### src/rtl/battle_referee.sv
`default_nettype none
// ============================================================================
//  Module      : battle_referee
//  Description : Scoreboard and answer-window timer for the factorization
//                battle game. Tracks player/enemy HP, counts down the answer
//                window, applies judged outcomes as damage and reports the
//                game-end code (00 ongoing, 01 player won, 10 player lost).
//  Revision    : 1.0  initial release
// ============================================================================
module battle_referee #(
  parameter int CLK_HZ     = 50_000_000,
  parameter int HP_INIT    = 3,
  parameter int TIME_LIMIT = 10
) (
  input  logic       CLK,
  input  logic       RST,
  input  logic       START,
  input  logic       Q_BEGIN,
  input  logic       JUDG_VLD,
  input  logic [1:0] JUDG_IN,
  output logic [1:0] HP_OUT,
  output logic [2:0] P_HP,
  output logic [2:0] E_HP,
  output logic [3:0] TIME_LEFT,
  output logic       TIMEOUT,
  output logic [1:0] LAST_RES,
  output logic       BUSY
);

  // Prescaler width; a 1-cycle "second" still needs a 1-bit counter.
  localparam int              PS_W      = (CLK_HZ > 1) ? $clog2(CLK_HZ) : 1;
  localparam logic [PS_W-1:0] PS_LAST   = PS_W'(CLK_HZ - 1);
  localparam logic [2:0]      HP_RELOAD = 3'(HP_INIT);
  localparam logic [3:0]      TL_RELOAD = 4'(TIME_LIMIT);

  typedef enum logic [2:0] {
    S_IDLE    = 3'd0,
    S_ARMED   = 3'd1,
    S_TIMING  = 3'd2,
    S_RESOLVE = 3'd3,
    S_OVER    = 3'd4
  } state_t;

  state_t          state;
  logic [PS_W-1:0] prescaler;
  logic            wrap;
  logic            judge_hit;

  // HP never wraps below zero.
  function automatic logic [2:0] dec_sat(input logic [2:0] v);
    return (v == 3'd0) ? 3'd0 : v - 3'd1;
  endfunction

  assign wrap      = (prescaler == PS_LAST);
  // A "no result" code is treated as if no verdict arrived at all.
  assign judge_hit = JUDG_VLD && (JUDG_IN != 2'b00);
  assign BUSY      = (state == S_TIMING) || (state == S_RESOLVE);

  // Game controller: state, HP bookkeeping, countdown and result reporting.
  always_ff @(posedge CLK) begin
    if (RST) begin
      state     <= S_IDLE;
      prescaler <= '0;
      P_HP      <= HP_RELOAD;
      E_HP      <= HP_RELOAD;
      HP_OUT    <= 2'b00;
      TIME_LEFT <= 4'd0;
      TIMEOUT   <= 1'b0;
      LAST_RES  <= 2'b00;
    end else if (START) begin
      state     <= S_ARMED;
      prescaler <= '0;
      P_HP      <= HP_RELOAD;
      E_HP      <= HP_RELOAD;
      HP_OUT    <= 2'b00;
      TIME_LEFT <= 4'd0;
      TIMEOUT   <= 1'b0;
      LAST_RES  <= 2'b00;
    end else begin
      TIMEOUT <= 1'b0;
      case (state)
        S_IDLE: begin
        end

        S_ARMED: begin
          if (Q_BEGIN) begin
            TIME_LEFT <= TL_RELOAD;
            prescaler <= '0;
            state     <= S_TIMING;
          end
        end

        S_TIMING: begin
          if (judge_hit) begin
            // A verdict always wins over an expiring window; the last
            // second stays displayed instead of dropping to zero.
            if (JUDG_IN == 2'b01) E_HP <= dec_sat(E_HP);
            if (JUDG_IN == 2'b10) P_HP <= dec_sat(P_HP);
            LAST_RES  <= JUDG_IN;
            prescaler <= wrap ? '0 : prescaler + PS_W'(1);
            if (wrap && (TIME_LEFT > 4'd1)) TIME_LEFT <= TIME_LEFT - 4'd1;
            state     <= S_RESOLVE;
          end else if (Q_BEGIN) begin
            TIME_LEFT <= TL_RELOAD;
            prescaler <= '0;
          end else if (wrap) begin
            prescaler <= '0;
            if (TIME_LEFT <= 4'd1) begin
              TIME_LEFT <= 4'd0;
              TIMEOUT   <= 1'b1;
              P_HP      <= dec_sat(P_HP);
              LAST_RES  <= 2'b10;
              state     <= S_RESOLVE;
            end else begin
              TIME_LEFT <= TIME_LEFT - 4'd1;
            end
          end else begin
            prescaler <= prescaler + PS_W'(1);
          end
        end

        S_RESOLVE: begin
          if (E_HP == 3'd0) begin
            HP_OUT <= 2'b01;
            state  <= S_OVER;
          end else if (P_HP == 3'd0) begin
            HP_OUT <= 2'b10;
            state  <= S_OVER;
          end else begin
            state  <= S_ARMED;
          end
        end

        S_OVER: begin
        end

        default: state <= S_IDLE;
      endcase
    end
  end

endmodule
`default_nettype wire

### config.mk
export PLATFORM = sky130hd
export DESIGN_NAME = battle_referee
export DESIGN_NICKNAME = d
export VERILOG_FILES = /design/src/rtl/battle_referee.sv
export SDC_FILE = /design/constraint.sdc
export NUM_CORES = 1
export LEC_CHECK = 0
export CAP_MARGIN = 20
export CORE_UTILIZATION = 35
export CTS_BUF_LIST = sky130_fd_sc_hd__clkbuf_16
export CTS_CLUSTER_DIAMETER = 60
export DETAILED_ROUTE_END_ITERATION = 12
export GPL_TIMING_DRIVEN = 1
export PLACE_DENSITY = 0.58
export SYNTH_ARGS = -nofsm -noshare
export SYNTH_HDL_FRONTEND = slang
export SYNTH_SLANG_ARGS = --single-unit
### constraint.sdc
create_clock -name CLK -period 2.52 [get_ports CLK]
set_input_delay 0.378 -clock CLK [delete_from_list [all_inputs] [get_ports CLK]]
set_output_delay 0.378 -clock CLK [all_outputs]
set_load 0.005 [all_outputs]
* Yosys cells after proc, flatten, opt, wreduce, memory -nomap -nowiden
Index checks and enable logic that the tools add are counted.
** Word-level totals
- Input bits :: 7
- Output and inout bits :: 16
- Word-level logic and storage cells :: 95
- Bits in registers :: 44
** Cells by class
- Bitwise logic cells :: 3
- Equal/unequal tests :: 20
- Reduce and logical (&&, ||, !) cells :: 22
- Add/sub/neg operators :: 4
- $lt $le $gt $ge :: 2
- Mux-type cells :: 35
** Operators by type and width (number)
- $mux W26 :: 4
- $pmux W26 S2 :: 1
- $mux W3 :: 14
- $add A26 B1 Y26 const B :: 1
- $eq A26 B26 Y1 const B :: 1
- $mux W4 :: 6
- $reduce_and A5 Y1 :: 3
- $mux W2 :: 6
- $ne A4 B4 Y1 const B :: 3
- $pmux W3 S4 :: 1
- $reduce_bool A2 Y1 :: 5
- $logic_not A3 Y1 :: 3
- $ne A3 B3 Y1 const B :: 3
- $pmux W4 S2 :: 1
- $reduce_and A4 Y1 :: 2
- $eq A3 B2 Y1 const B :: 2
- $ne A2 B1 Y1 const B :: 3
- $ne A3 B2 Y1 const B :: 2
- $reduce_or A6 Y1 :: 1
- $sub A3 B1 Y3 const B :: 2
- $gt A4 B1 Y1 const B :: 1
- $le A4 B1 Y1 const B :: 1
- $ne A4 B3 Y1 const B :: 1
- $reduce_and A2 Y1 :: 2
- other kinds (12) :: 17

* Depth between registers and ports, before layout
Gate-level depths: netlist of the first run.
- Depth after elaboration :: 7
- Gate-level depth with buffers :: 7
- Depth with buffers taken out :: 7

* Least setup slack after synthesis of the first run
No wires, ideal clock.
- Path type :: register to register
- From :: reg state[0]
- To :: reg TIME_LEFT[1]
- Setup slack :: 606 ps
- Stages on the path, launching flop included :: 7
- Clock period less this slack :: 1914 ps
- Path buffers :: 1
- Arrival :: 1796 ps
- Setup time :: 119 ps
- Required time :: 2401 ps
- Cells stage by stage :: dfxtp_1 -> or3b_1 -> buf_6 -> nor4_1 -> nand2_1 -> and3_2 -> o221a_2
** Between the ends
- Longest elaborated chain between the ends :: 3
- Elaborated cells on any way between the ends :: 8
- Classes of those cells :: eq/ne (5); mux (1); reduce/logical (2)
** RTL lines
- start, declared :: line 44 : state_t state;
- start signal, assigned :: line 62 : state <= S_IDLE;
- start signal, assigned :: line 71 : state <= S_ARMED;
- start signal, assigned :: line 89 : state <= S_TIMING;
- $eq A3 B2 Y1 or $eq A3 B1 Y1 (tied branches) :: line 81 : case (state)
- $ne A4 B4 Y1 (no line), or another cell as far along
- $reduce_and A4 Y1 (no line)
- end signal, assigned :: line 101 : if (wrap && (TIME_LEFT > 4'd1)) TIME_LEFT <= TIME_LEFT - 4'd1;
- end signal, assigned :: line 115 : TIME_LEFT <= TIME_LEFT - 4'd1;
- end, declared :: line 24 : output logic [3:0] TIME_LEFT,
Parallel ways exist; a longest one is shown, timed or not.
A chain may end at the register's enable or synchronous reset.

* Final worst setup path of the first run
- From :: reg prescaler[15]
- To :: reg P_HP[1]
** Between the ends
- Longest elaborated chain between the ends :: 3
** RTL lines
- start, declared :: line 45 : logic [PS_W-1:0] prescaler;
- start signal, assigned :: line 100 : prescaler <= wrap ? '0 : prescaler + PS_W'(1);
- start signal, assigned :: line 118 : prescaler <= prescaler + PS_W'(1);
- $eq A26 B26 Y1 :: line 54 : assign wrap = (prescaler == PS_LAST);
- $reduce_bool A2 Y1 (no line)
- $reduce_and A5 Y1 (no line)
- end signal, assigned :: line 98 : if (JUDG_IN == 2'b10) P_HP <= dec_sat(P_HP);
- end signal, assigned :: line 111 : P_HP <= dec_sat(P_HP);
- end, declared :: line 22 : output logic [2:0] P_HP,
Every way passes these cells.

==> results of run 1 <==
## metal layers
layer / up-vias / global-route usage [%]
met5: - / 0
met4: 0 / 6.84
met3: 8 / 3.67
met2: 31 / 25.7
met1: 946 / 23.7
li1: 1032 / -
## kinds of logic (layout without fill, tap and decap cells)
group / Yosys count / in the layout / synth area share, %
compound gates: 51 / 51 / 16.4
xor+xnor: 18 / 18 / 7.05
fa+ha+maj: 3 / 3 / 1.68
buf+inv: 13 / 43 / 2.86
flops: 44 / 44 / 39.4
simple gates: 133 / 133 / 32.6
## power breakdown
group	switching (mW)	internal, mW	total [mW]
logic	0.0485	0.0319	0.0803
registers	0.00469	0.699	0.704
clock network	0.249	0.350	0.599
## through the flow
step	hold slack, ps	utilization (%)
finish	439	44.9
floorplan	438	-
global placement	432	42.9
detailed placement	437	42.9
global route	466	44.9
CTS	446	44.9
## worst max path at each step
stage,endpoint,slack [ps],depth (start not counted)
after floorplan,TIME_LEFT[1],610,6
after global placement,prescaler[9],230,7
after detailed placement,P_HP[1],160,5
after CTS,P_HP[1],460,5
after global routing,P_HP[1],290,5
final,P_HP[1],450,5
## state kept, by name, indices dropped and copies added (netlist names)
register	count
E_HP	3
HP_OUT	2
LAST_RES	2
P_HP	3
TIMEOUT	1
TIME_LEFT	4
prescaler	26
state	3
## critical path: cells and delay by family, from the launching register on
family           cells  cell delay, ps
AND/OR/NAND/NOR      3            1030
flip-flops           1             440
AO/OA/AOI/OAI        2             500
## layout by cell type (no fill, tap or decap), drive strengths merged, types with 2 or more instances in the layout
cell and count:
a211oi 2, a21oi 14, a31oi 4, and2 3, and3 7, and4 5
buf 10, clkbuf 5, clkdlybuf4s50 22, dfxtp 44, ha 3, inv 6
nand2 22, nand3 16, nand4 10, nor2 34, nor3 11, nor4 2
nor4b 3, o2111ai 2, o211ai 2, o21ai 9, o22ai 2, o31ai 4
or2 2, or3 6, or4 4, xnor2 8, xor2 10
## cell type report
class,count,share of cell area (%)
clock buffers,5,4.62
flip-flops and latches,44,32.5
repair buffers,32,10.9
multi-input cells,205,47.6
inverters,6,0.832
well taps,75,3.47
==> metrics.txt, run 1 <==
# TYPE chip_impl_metric gauge
chip_impl_metric{name="detailedPlace.worstSlack",unit="ps"} 159
chip_impl_metric{name="hold_viol_final",unit=""} 0
chip_impl_metric{name="pin_count_of_the_biggest_net_entering_global_routing",unit=""} 15
chip_impl_info{name="r2r_start",value="prescaler[15]"} 1
chip_impl_info{name="cp_slowest_cell",value="sky130_fd_sc_hd__or4_4"} 1
chip_impl_metric{name="post-dp-hpwl",unit="um"} 3820
chip_impl_metric{name="layoutNonFillerInstCount",unit=""} 367
chip_impl_metric{name="post_route_cells_drive_above_1_share",unit="%"} 11.3
chip_impl_info{name="timing.critical_path.from_type",value="register"} 1
chip_impl_metric{name="nNetsFinal",unit=""} 304
chip_impl_metric{name="floorplan.initialDensity",unit="%"} 37.1
chip_impl_metric{name="place_inst",unit=""} 362
chip_impl_metric{name="place_congestion",unit=""} 0.794
chip_impl_metric{name="clk_pin_slew_worst_paths",unit="ps"} 60
chip_impl_metric{name="timing.final.ws_setup",unit="ps"} 446
chip_impl_metric{name="synth.lib_cells_used.distinct",unit=""} 59
chip_impl_metric{name="postPlaceCellArea",unit="sq um"} 2580
chip_impl_metric{name="maxClockFrequency",unit="MHz"} 482
chip_impl_metric{name="die-height",unit="um"} 81.9
chip_impl_info{name="ctsRootBufferMaster",value="sky130_fd_sc_hd__clkbuf_16"} 1
chip_impl_metric{name="post-synth-top-area-fraction",unit="%"} 39.4
chip_impl_metric{name="ctsHoldBuffers",unit=""} 0
chip_impl_metric{name="setup.reg_to_reg.worst_slack",unit="ps"} 450
chip_impl_metric{name="worst_clock_skew",unit="ps"} 2.84
chip_impl_metric{name="drt_first_pass_iters",unit=""} 4
chip_impl_metric{name="die_width",unit="um"} 81.9
chip_impl_metric{name="ir_worst_vdd",unit="V"} 0.000292
chip_impl_metric{name="post_cts.resized_instances",unit=""} 0
chip_impl_info{name="cts_tree",value="done"} 1
chip_impl_metric{name="fin_total_pwr",unit="mW"} 1.38
chip_impl_metric{name="power_density_over_cell_area",unit="nW/um^2"} 511
chip_impl_info{name="cell_by_cell_listing_of_the_critical_path",value="nand4_1 > or4_4 > nor3_1 > a41oi_1 > a311o_1"} 1
chip_impl_info{name="yosys.cell_count.top_type",value="sky130_fd_sc_hd__dfxtp_1"} 1
chip_impl_info{name="synthTopCellsByArea",value="sky130_fd_sc_hd__dfxtp_1 39%, sky130_fd_sc_hd__nor2_1 5.5%, sky130_fd_sc_hd__xor2_1 3.9%, sky130_fd_sc_hd__nand2_1 3.7%, sky130_fd_sc_hd__nand3_1 3.6%"} 1
chip_impl_metric{name="drt-total-wl",unit="um"} 5270
chip_impl_info{name="hp-start",value="HP_OUT[1]"} 1
chip_impl_metric{name="met2RoutedLength",unit="um"} 2360
chip_impl_metric{name="cts.sinks",unit=""} 44
chip_impl_info{name="timing.hold.worst_endpoint",value="HP_OUT[1]"} 1
chip_impl_info{name="synthDominantAreaCellType",value="sky130_fd_sc_hd__dfxtp_1"} 1
chip_impl_metric{name="drt-met1-wl",unit="um"} 2630
chip_impl_metric{name="die_outline_area",unit="sq um"} 6710
chip_impl_info{name="worst_r2r_endpoint",value="P_HP[1]"} 1
chip_impl_metric{name="first_global_vias",unit=""} 1756
chip_impl_metric{name="reg2reg_depth",unit=""} 5
chip_impl_metric{name="synth_async_sr_flop_share",unit="%"} 0
chip_impl_metric{name="layout.area.seq",unit="sq um"} 881
chip_impl_metric{name="n_fill_cell",unit=""} 596
chip_impl_metric{name="critPathMaxFanout",unit=""} 6
chip_impl_metric{name="core_region_area",unit="sq um"} 6030
chip_impl_metric{name="final_min_period_over_clock_period",unit="%"} 82.3
chip_impl_metric{name="total_leakage_power",unit="nW"} 0.888
chip_impl_metric{name="worst-endpoint-arrival",unit="ps"} 2250
chip_impl_metric{name="cts_setup_buffers",unit=""} 0
chip_impl_metric{name="synth-edff-count",unit=""} 0
chip_impl_info{name="routed.top_layer",value="met4"} 1
chip_impl_metric{name="overall_overflow_remaining_after_global_route",unit=""} 0
chip_impl_metric{name="number_of_antenna_violations_at_the_first_check_in_global_routing",unit=""} 0
chip_impl_metric{name="max_transition_viols_final",unit=""} 0
chip_impl_metric{name="via_count",unit=""} 2017
chip_impl_metric{name="postSynthNetCount",unit=""} 272
chip_impl_metric{name="placement_rows",unit=""} 28
chip_impl_metric{name="synth-seq-area-share",unit="%"} 39.4
chip_impl_metric{name="shortest_period_the_worst_path_allows",unit="ps"} 2070
chip_impl_metric{name="final-setup-viol-count",unit=""} 0
chip_impl_metric{name="io_pins",unit=""} 23
chip_impl_metric{name="netlist_area",unit="sq um"} 2230
chip_impl_metric{name="first_iter_violations",unit=""} 115
chip_impl_metric{name="worst_skew_pair.late_latency",unit="ps"} 280
chip_impl_metric{name="critPathRequiredTime",unit="ps"} 2690
chip_impl_metric{name="worstMarginPinSlew",unit="ps"} 685
chip_impl_metric{name="drv.max_cap_violation_count",unit=""} 0
chip_impl_metric{name="totalNegativeSetupSlack",unit="ps"} 0
chip_impl_metric{name="routed_via_density",unit=""} 5.50
chip_impl_metric{name="wire_length_of_the_first_global_routing_pass",unit="um"} 8690
chip_impl_info{name="hold_path_class",value="reg -> reg"} 1
chip_impl_metric{name="postRouteAntennaNets",unit=""} 0
chip_impl_metric{name="finalInstanceArea",unit="sq um"} 2710
chip_impl_metric{name="route.met3.wl",unit="um"} 192
chip_impl_metric{name="post_synthesis_register_bit_count",unit=""} 44
chip_impl_metric{name="synthesized_area_per_cell",unit="sq um"} 8.53
chip_impl_info{name="critPathCaptureType",value="register"} 1
chip_impl_info{name="outcome",value="finished clean"} 1
chip_impl_metric{name="drt_drc_violations_left",unit=""} 0
chip_impl_metric{name="cp_slowest_stage_delay",unit="ps"} 570
chip_impl_info{name="rsz0062_at_grt",value="no"} 1
chip_impl_metric{name="clock_tree.buffer_depth",unit=""} 2
chip_impl_metric{name="yosysWarnings",unit=""} 0
chip_impl_info{name="critPathLaunch",value="prescaler[15]"} 1
chip_impl_metric{name="multiInputGateArea",unit="sq um"} 1290
chip_impl_metric{name="cts_made_buffers",unit=""} 5
chip_impl_metric{name="cts-htree-levels",unit=""} 2
chip_impl_metric{name="flow.area_growth_from_synthesis",unit="%"} 21.2
chip_impl_metric{name="max-slew-margin-rel",unit="%"} 53.8
chip_impl_metric{name="portBuffers",unit=""} 22
chip_impl_metric{name="synthesis.instances",unit=""} 262
chip_impl_info{name="yosys-top-cells-count",value="44 x sky130_fd_sc_hd__dfxtp_1, 33 x sky130_fd_sc_hd__nor2_1, 22 x sky130_fd_sc_hd__nand2_1"} 1
chip_impl_metric{name="routed_wire_length_per_instance",unit="um"} 14.3
chip_impl_info{name="dominantRegCellSynth",value="sky130_fd_sc_hd__dfxtp_1"} 1
chip_impl_info{name="critPathKind",value="reg -> reg"} 1
chip_impl_metric{name="gr-usage-all-layers",unit="%"} 17.2
chip_impl_metric{name="antenna_cells_inserted",unit=""} 0
chip_impl_metric{name="worstHoldPathCells",unit=""} 2
Note: power is estimated with default switching activity, not from simulation.
==> run 2, diff against run 1 <==
==> constraint.sdc (replaced) <==
create_clock -name CLK -period 2 [get_ports CLK]
set_input_delay 0.3 -clock CLK [delete_from_list [all_inputs] [get_ports CLK]]
set_output_delay 0.3 -clock CLK [all_outputs]
set_load 0.005 [all_outputs]
==> run 2 against run 1 <==
Routed wire length rose by 6.5%. Count of clock-buffer cells in the layout did not move. Sequential share of layout area fell by 3.7 points. Largest cell class unchanged.
==> metrics.txt, run 2 (same netlist as run 1, synthesis figures left out) <==
# TYPE chip_impl_metric gauge
chip_impl_metric{name="worstHoldPathCells",unit=""} 2
chip_impl_metric{name="placement_rows",unit=""} 28
chip_impl_metric{name="number_of_antenna_violations_at_the_first_check_in_global_routing",unit=""} 0
chip_impl_metric{name="post-dp-hpwl",unit="um"} 4220
chip_impl_metric{name="totalNegativeSetupSlack",unit="ps"} 0
chip_impl_metric{name="share_comb_of_total_power",unit="%"} 6.6
chip_impl_metric{name="routed_via_density",unit=""} 5.33
chip_impl_metric{name="seq_power_share",unit="%"} 44.9
chip_impl_metric{name="worst-endpoint-arrival",unit="ps"} 2110
chip_impl_metric{name="internal_power_contribution",unit="mW"} 1.53
chip_impl_info{name="r2r_start",value="prescaler[0]"} 1
chip_impl_metric{name="cts-htree-levels",unit=""} 2
chip_impl_metric{name="place_congestion",unit=""} 0.797
chip_impl_metric{name="finalInstanceArea",unit="sq um"} 3060
chip_impl_info{name="most_frequent_cells_in_the_layout",value="45 x sky130_fd_sc_hd__buf_4, 42 x sky130_fd_sc_hd__dfxtp_1, 33 x sky130_fd_sc_hd__nor2_1, 22 x sky130_fd_sc_hd__nand2_1, 22 x sky130_fd_sc_hd__clkdlybuf4s50_1"} 1
chip_impl_info{name="largest-register",value="prescaler"} 1
chip_impl_metric{name="drt_first_pass_iters",unit=""} 4
chip_impl_info{name="biggestRegsByFlops",value="prescaler x26, TIME_LEFT x4"} 1
chip_impl_metric{name="critPathMaxFanout",unit=""} 8
chip_impl_metric{name="first_global_vias",unit=""} 1951
chip_impl_metric{name="die_width",unit="um"} 81.9
chip_impl_metric{name="gr-usage-all-layers",unit="%"} 18.4
chip_impl_metric{name="clk_network_pwr_share",unit="%"} 48.5
chip_impl_info{name="rsz0062_at_grt",value="no"} 1
chip_impl_info{name="final_common_cell",value="sky130_fd_sc_hd__buf_4"} 1
chip_impl_metric{name="core_region_area",unit="sq um"} 6030
chip_impl_metric{name="worstMarginPinSlew",unit="ps"} 470
chip_impl_metric{name="die_outline_area",unit="sq um"} 6710
chip_impl_metric{name="power_switching_share",unit="%"} 22.0
chip_impl_metric{name="setup.reg_to_reg.worst_slack",unit="ps"} 100
chip_impl_info{name="timing.hold.worst_endpoint",value="HP_OUT[1]"} 1
chip_impl_metric{name="n_fill_cell",unit=""} 589
chip_impl_metric{name="postPlaceCellArea",unit="sq um"} 2850
chip_impl_metric{name="shortest_period_the_worst_path_allows",unit="ps"} 1900
chip_impl_metric{name="critPathRequiredTime",unit="ps"} 2210
chip_impl_metric{name="postRouteAntennaNets",unit=""} 0
chip_impl_metric{name="largest_register_ffs",unit=""} 26
chip_impl_metric{name="final_min_period_over_clock_period",unit="%"} 94.9
chip_impl_metric{name="pin_count_of_the_biggest_net_entering_global_routing",unit=""} 16
chip_impl_metric{name="portBuffers",unit=""} 22
chip_impl_info{name="hp-start",value="HP_OUT[1]"} 1
chip_impl_info{name="hold_path_class",value="reg -> reg"} 1
chip_impl_metric{name="finish.utilization",unit="%"} 50.8
chip_impl_metric{name="worst_clock_skew",unit="ps"} 6.11
chip_impl_metric{name="post_route_cells_drive_above_1_share",unit="%"} 24.5
chip_impl_metric{name="first_iter_violations",unit=""} 106
chip_impl_metric{name="drt_drc_violations_left",unit=""} 0
chip_impl_metric{name="drt-total-wl",unit="um"} 5610
chip_impl_metric{name="flow.area_growth_from_synthesis",unit="%"} 37.0
chip_impl_metric{name="io_pins",unit=""} 23
chip_impl_metric{name="routed_wire_length_per_instance",unit="um"} 13.8
chip_impl_metric{name="maxClockFrequency",unit="MHz"} 527
chip_impl_metric{name="ctsHoldBuffers",unit=""} 0
chip_impl_metric{name="fin_total_pwr",unit="mW"} 1.97
chip_impl_metric{name="total_leakage_power",unit="nW"} 1.10
chip_impl_metric{name="via_count",unit=""} 2158
chip_impl_info{name="critPathCaptureType",value="register"} 1
chip_impl_metric{name="power_density_over_cell_area",unit="nW/um^2"} 642
chip_impl_metric{name="floorplan.initialDensity",unit="%"} 37.1
chip_impl_metric{name="nNetsFinal",unit=""} 339
chip_impl_info{name="ctsRootBufferMaster",value="sky130_fd_sc_hd__clkbuf_16"} 1
chip_impl_metric{name="max-slew-margin-rel",unit="%"} 68.6
chip_impl_metric{name="reg2reg_depth",unit=""} 7
chip_impl_metric{name="overall_overflow_remaining_after_global_route",unit=""} 0
chip_impl_metric{name="worst_skew_pair.late_latency",unit="ps"} 290
chip_impl_metric{name="net_load_switching_power",unit="mW"} 0.433
chip_impl_metric{name="die-height",unit="um"} 81.9
chip_impl_metric{name="cts_setup_buffers",unit=""} 0
chip_impl_info{name="cts_tree",value="done"} 1
chip_impl_metric{name="clk_pin_slew_worst_paths",unit="ps"} 70
chip_impl_metric{name="cts_made_buffers",unit=""} 5
chip_impl_metric{name="antenna_cells_inserted",unit=""} 0
chip_impl_info{name="critPathKind",value="reg -> reg"} 1
chip_impl_metric{name="hold_viol_final",unit=""} 0
chip_impl_metric{name="wire_length_of_the_first_global_routing_pass",unit="um"} 9460
chip_impl_info{name="timing.critical_path.from_type",value="register"} 1
chip_impl_info{name="worst_r2r_endpoint",value="prescaler[11]"} 1
chip_impl_metric{name="final-setup-viol-count",unit=""} 0
chip_impl_info{name="outcome",value="finished clean"} 1
chip_impl_metric{name="clock_tree.buffer_depth",unit=""} 2
chip_impl_metric{name="ir_worst_vdd",unit="V"} 0.000371
chip_impl_metric{name="cts.sinks",unit=""} 44
chip_impl_metric{name="max_transition_viols_final",unit=""} 0
chip_impl_metric{name="drv.max_cap_violation_count",unit=""} 0
==> run 2: what timing repair did <==
item | in CTS | in global routing
gates cloned | 0 | 0
resized for setup | 1 | 9
endpoints found under the setup margin | 1 | 31
==> run 2: final cells by class <==
| class | count | area, sq um | area share [%] |
|---|---|---|---|
| timing repair buffer | 67 | 558 | 18.2 |
| tap | 75 | 93.8 | 3.06 |
| clock inverter | 3 | 47.5 | 1.55 |
| sequential | 44 | 883 | 28.9 |
| clock buffer | 5 | 125 | 4.09 |
| inverter | 6 | 22.5 | 0.736 |
| multi-input combinational | 205 | 1330 | 43.5 |
==> run 2: power by group through the flow <==
stage / clock [mW] / combinational [mW] / sequential, mW
after floorplan: 0 / 0.0586 / 0.904
after global placement: 0 / 0.126 / 0.903
after detailed placement: 0 / 0.126 / 0.903
after CTS: 0.977 / 0.127 / 0.883
after global routing: 1.01 / 0.141 / 0.883
final: 0.955 / 0.129 / 0.883
==> run 2: worst max path at each step <==
stage / from / to / slack, ps
floorplan: state[0] / TIME_LEFT[1] / 90
global placement: prescaler[15] / P_HP[1] / -20
detailed placement: JUDG_VLD / prescaler[12] / -50
CTS: state[0] / TIME_LEFT[1] / 20
global route: prescaler[1] / prescaler[11] / 7
finish: prescaler[0] / prescaler[11] / 100
==> run 2: through the flow <==
| stage | instances | hold slack [ps] | setup WS, ps |
|---|---|---|---|
| after CTS | 405 | 448 | 24.2 |
| after global placement | 397 | 433 | -20.0 |
| after detailed placement | 397 | 437 | -48.9 |
| after global routing | 405 | 471 | 7.20 |
| final | 405 | 443 | 102 |
| after floorplan | 262 | 379 | 85.5 |
==> run 2: worst max-delay path: stages (launching register included) <==
cell,delay (ps)
sky130_fd_sc_hd__dfxtp_1,320
sky130_fd_sc_hd__ha_1,220
sky130_fd_sc_hd__and3_2,250
sky130_fd_sc_hd__nand4_1,120
sky130_fd_sc_hd__buf_4,160
sky130_fd_sc_hd__o21ai_4,90
sky130_fd_sc_hd__or4_1,480
sky130_fd_sc_hd__a31oi_1,190
==> run 2: metal layers <==
| metal | global-route usage (%) | routed length [um] |
|---|---|---|
| met5 | 0 | 0 |
| met4 | 5.79 | 44 |
| met3 | 3.33 | 140 |
| met2 | 29.7 | 2600 |
| met1 | 24.5 | 2820 |
==> run 3, diff against run 2 <==
--- a/config.mk
+++ b/config.mk
@@ -6,12 +6,14 @@
 export NUM_CORES = 1
 export LEC_CHECK = 0
 export CAP_MARGIN = 20
-export CORE_UTILIZATION = 35
+export CELL_PAD_IN_SITES_DETAIL_PLACEMENT = 1
+export CELL_PAD_IN_SITES_GLOBAL_PLACEMENT = 2
+export CORE_UTILIZATION = 34
 export CTS_BUF_LIST = sky130_fd_sc_hd__clkbuf_16
 export CTS_CLUSTER_DIAMETER = 60
 export DETAILED_ROUTE_END_ITERATION = 12
 export GPL_TIMING_DRIVEN = 1
-export PLACE_DENSITY = 0.58
+export PLACE_DENSITY = 0.82
 export SYNTH_ARGS = -nofsm -noshare
 export SYNTH_HDL_FRONTEND = slang
 export SYNTH_SLANG_ARGS = --single-unit
==> run 3 against run 2 <==
Routed wire length is 22% higher. Combinational power increased by 7%. Critical path type unchanged. Utilization fell by 1.0 points. Die area increased by 2.9%. Power is 0.61% lower. Clock skew up 0.79 ps. First-iteration DRC count decreased by 17%. Flip-flop and latch count stayed put. Largest power group unchanged. Setup slack worse by 80 ps. Via count rose by 4.5%.
==> metrics.txt, run 3 (same netlist as run 1, synthesis figures left out) <==
# TYPE chip_impl_metric gauge
chip_impl_info{name="outcome",value="finished clean"} 1
chip_impl_metric{name="die-height",unit="um"} 83.1
chip_impl_metric{name="critPathRequiredTime",unit="ps"} 2170
chip_impl_metric{name="via_count",unit=""} 2256
chip_impl_metric{name="max-slew-margin-rel",unit="%"} 68.5
chip_impl_metric{name="place_inst",unit=""} 409
chip_impl_metric{name="post_route_cells_drive_above_1_share",unit="%"} 27.9
chip_impl_metric{name="placement_rows",unit=""} 29
chip_impl_metric{name="postRouteAntennaNets",unit=""} 0
chip_impl_metric{name="holdWs",unit="ps"} 444
chip_impl_info{name="r2r_start",value="prescaler[1]"} 1
chip_impl_info{name="worst_r2r_endpoint",value="P_HP[1]"} 1
chip_impl_info{name="cell_by_cell_listing_of_the_critical_path",value="ha_2 > and3_2 > nand4_1 > buf_4 > nor3_2 > a41oi_1 > a311o_1"} 1
chip_impl_metric{name="finish.utilization",unit="%"} 49.8
chip_impl_metric{name="hold_viol_final",unit=""} 0
chip_impl_info{name="critPathKind",value="reg -> reg"} 1
chip_impl_metric{name="final_min_period_over_clock_period",unit="%"} 98.9
chip_impl_metric{name="ir_worst_vdd",unit="V"} 0.000453
chip_impl_metric{name="portBuffers",unit=""} 22
chip_impl_metric{name="drt_drc_violations_left",unit=""} 0
chip_impl_metric{name="drt_first_pass_iters",unit=""} 4
chip_impl_metric{name="cts.sinks",unit=""} 44
chip_impl_metric{name="gr-usage-all-layers",unit="%"} 20.8
chip_impl_info{name="critPathLaunch",value="prescaler[1]"} 1
chip_impl_metric{name="reg2reg_depth",unit=""} 7
chip_impl_metric{name="first_iter_violations",unit=""} 88
chip_impl_metric{name="clock_tree.buffer_depth",unit=""} 2
chip_impl_metric{name="routed_via_density",unit=""} 5.40
chip_impl_metric{name="pin_count_of_the_biggest_net_entering_global_routing",unit=""} 24
chip_impl_info{name="hold_path_class",value="reg -> reg"} 1
chip_impl_metric{name="detailedPlace.worstSlack",unit="ps"} -225
chip_impl_metric{name="power_density_over_cell_area",unit="nW/um^2"} 618
chip_impl_info{name="ctsRootBufferMaster",value="sky130_fd_sc_hd__clkbuf_16"} 1
chip_impl_metric{name="n_fill_cell",unit=""} 734
chip_impl_metric{name="die_outline_area",unit="sq um"} 6900
chip_impl_metric{name="worstMarginPinSlew",unit="ps"} 470
chip_impl_metric{name="shortest_period_the_worst_path_allows",unit="ps"} 1980
chip_impl_metric{name="multiInputGateArea",unit="sq um"} 1340
chip_impl_info{name="largest-register",value="prescaler"} 1
chip_impl_metric{name="cts-htree-levels",unit=""} 2
chip_impl_metric{name="cp_slowest_stage_delay",unit="ps"} 350
chip_impl_metric{name="io_pins",unit=""} 23
chip_impl_metric{name="critPathMaxFanout",unit=""} 3
chip_impl_metric{name="fin_total_pwr",unit="mW"} 1.96
chip_impl_info{name="biggestRegsByFlops",value="prescaler x26, TIME_LEFT x4"} 1
chip_impl_metric{name="post-dp-hpwl",unit="um"} 5030
chip_impl_info{name="critPathCaptureType",value="register"} 1
chip_impl_info{name="critPathCapture",value="P_HP[1]"} 1
chip_impl_metric{name="place_congestion",unit=""} 0.800
chip_impl_metric{name="routed_wire_length_per_instance",unit="um"} 16.4
chip_impl_metric{name="worst-endpoint-arrival",unit="ps"} 2150
chip_impl_metric{name="total_leakage_power",unit="nW"} 1.16
chip_impl_metric{name="first_global_vias",unit=""} 2388
chip_impl_metric{name="floorplan.initialDensity",unit="%"} 35.2
chip_impl_metric{name="final-setup-viol-count",unit=""} 0
chip_impl_metric{name="worst_clock_skew",unit="ps"} 6.90
chip_impl_info{name="final_common_cell",value="sky130_fd_sc_hd__buf_4"} 1
chip_impl_metric{name="antenna_cells_inserted",unit=""} 0
chip_impl_metric{name="worst_skew_pair.late_latency",unit="ps"} 290
chip_impl_metric{name="die_width",unit="um"} 83.1
chip_impl_metric{name="clk_pin_slew_worst_paths",unit="ps"} 60
chip_impl_metric{name="flow.area_growth_from_synthesis",unit="%"} 41.5
chip_impl_info{name="cts_tree",value="done"} 1
chip_impl_metric{name="nNetsFinal",unit=""} 350
chip_impl_info{name="rsz0062_at_grt",value="yes"} 1
chip_impl_metric{name="setup.reg_to_reg.worst_slack",unit="ps"} 20
chip_impl_metric{name="drv.max_cap_violation_count",unit=""} 0
chip_impl_metric{name="timing.final.ws_setup",unit="ps"} 22.5
chip_impl_metric{name="largest_register_ffs",unit=""} 26
chip_impl_metric{name="layoutNonFillerInstCount",unit=""} 418
chip_impl_info{name="cp_slowest_cell",value="sky130_fd_sc_hd__dfxtp_1"} 1
chip_impl_metric{name="core_region_area",unit="sq um"} 6350
chip_impl_info{name="timing.critical_path.from_type",value="register"} 1
chip_impl_metric{name="layout.area.seq",unit="sq um"} 885
chip_impl_metric{name="max_transition_viols_final",unit=""} 0
chip_impl_metric{name="wire_length_of_the_first_global_routing_pass",unit="um"} 11600
chip_impl_metric{name="number_of_antenna_violations_at_the_first_check_in_global_routing",unit=""} 0
chip_impl_metric{name="cts_made_buffers",unit=""} 5
chip_impl_info{name="most_frequent_cells_in_the_layout",value="54 x sky130_fd_sc_hd__buf_4, 41 x sky130_fd_sc_hd__dfxtp_1, 32 x sky130_fd_sc_hd__nor2_1, 22 x sky130_fd_sc_hd__nand2_1, 22 x sky130_fd_sc_hd__clkdlybuf4s50_1"} 1
chip_impl_metric{name="drt-total-wl",unit="um"} 6870
chip_impl_metric{name="maxClockFrequency",unit="MHz"} 506
chip_impl_metric{name="overall_overflow_remaining_after_global_route",unit=""} 0
## run 3: cell count changes in the layout (fill, tap and decap cells not counted), sizes merged
cell    change
inv         +1
clkinv      -1
buf        +11
## run 3: area by class of cell
class                   instances  share of cell area [%]
multi-input cells             205                    42.3
flip-flops and latches         44                    28.0
repair buffers                 78                    20.8
clock buffers                   5                    3.96
well taps                      77                    3.05
clock inverters                 3                    1.23
inverters                       6                   0.712
## run 3: worst min-delay path by stage
stage / end / start / cells past startpoint
3_5_place_dp: HP_OUT[1] / HP_OUT[1] / 2
4_1_cts: HP_OUT[1] / HP_OUT[1] / 2
5_1_grt: HP_OUT[1] / HP_OUT[1] / 2
6_report: HP_OUT[1] / HP_OUT[1] / 2
3_3_place_gp: HP_OUT[1] / HP_OUT[1] / 2
2_1_floorplan: state[0] / RST / 1
## run 3: per-stage QoR
| step | setup TNS (ps) | instance area (sq um) |
|---|---|---|
| 2_1_floorplan | 0 | 2230 |
| 5_1_grt | -50.6 | 3160 |
| 6_report | 0 | 3160 |
| 3_5_place_dp | -6370 | 2940 |
| 4_1_cts | -7.33 | 3110 |
| 3_3_place_gp | -3760 | 2940 |
## run 3: power breakdown
group | switching [mW] | internal (mW) | leakage [nW]
Combinational | 0.0758 | 0.0618 | 0.718
Sequential | 0.00320 | 0.880 | 0.356
Clock | 0.351 | 0.583 | 0.0850
Total | 0.430 | 1.52 | 1.16
## run 3: layer usage
| metal | share of wire, % | GRT usage [%] | vias up | wire length [um] |
|---|---|---|---|---|
| met5 | 0 | 0 | - | 0 |
| met4 | 0.95 | 5.33 | 0 | 65 |
| met3 | 2.4 | 2.98 | 5 | 162 |
| met2 | 50 | 35.5 | 29 | 3400 |
| met1 | 47 | 27.4 | 1104 | 3240 |
| li1 | - | - | 1118 | - |
## run 3: timing repair
item,4_1_cts,5_1_grt
pin swaps,0,3
hold buffers,0,0
gates cloned,0,0
setup endpoints to repair,2,32
gates resized for setup,1,15
buffers inserted,0,1
## run 3: worst max-delay path: cells and delay by family, from the launching register on
| family | cells | cell delay [ps] |
|---|---|---|
| fa+ha+maj | 1 | 200 |
| buf+inv | 1 | 200 |
| simple gates | 3 | 590 |
| compound gates | 2 | 520 |
| flops | 1 | 350 |
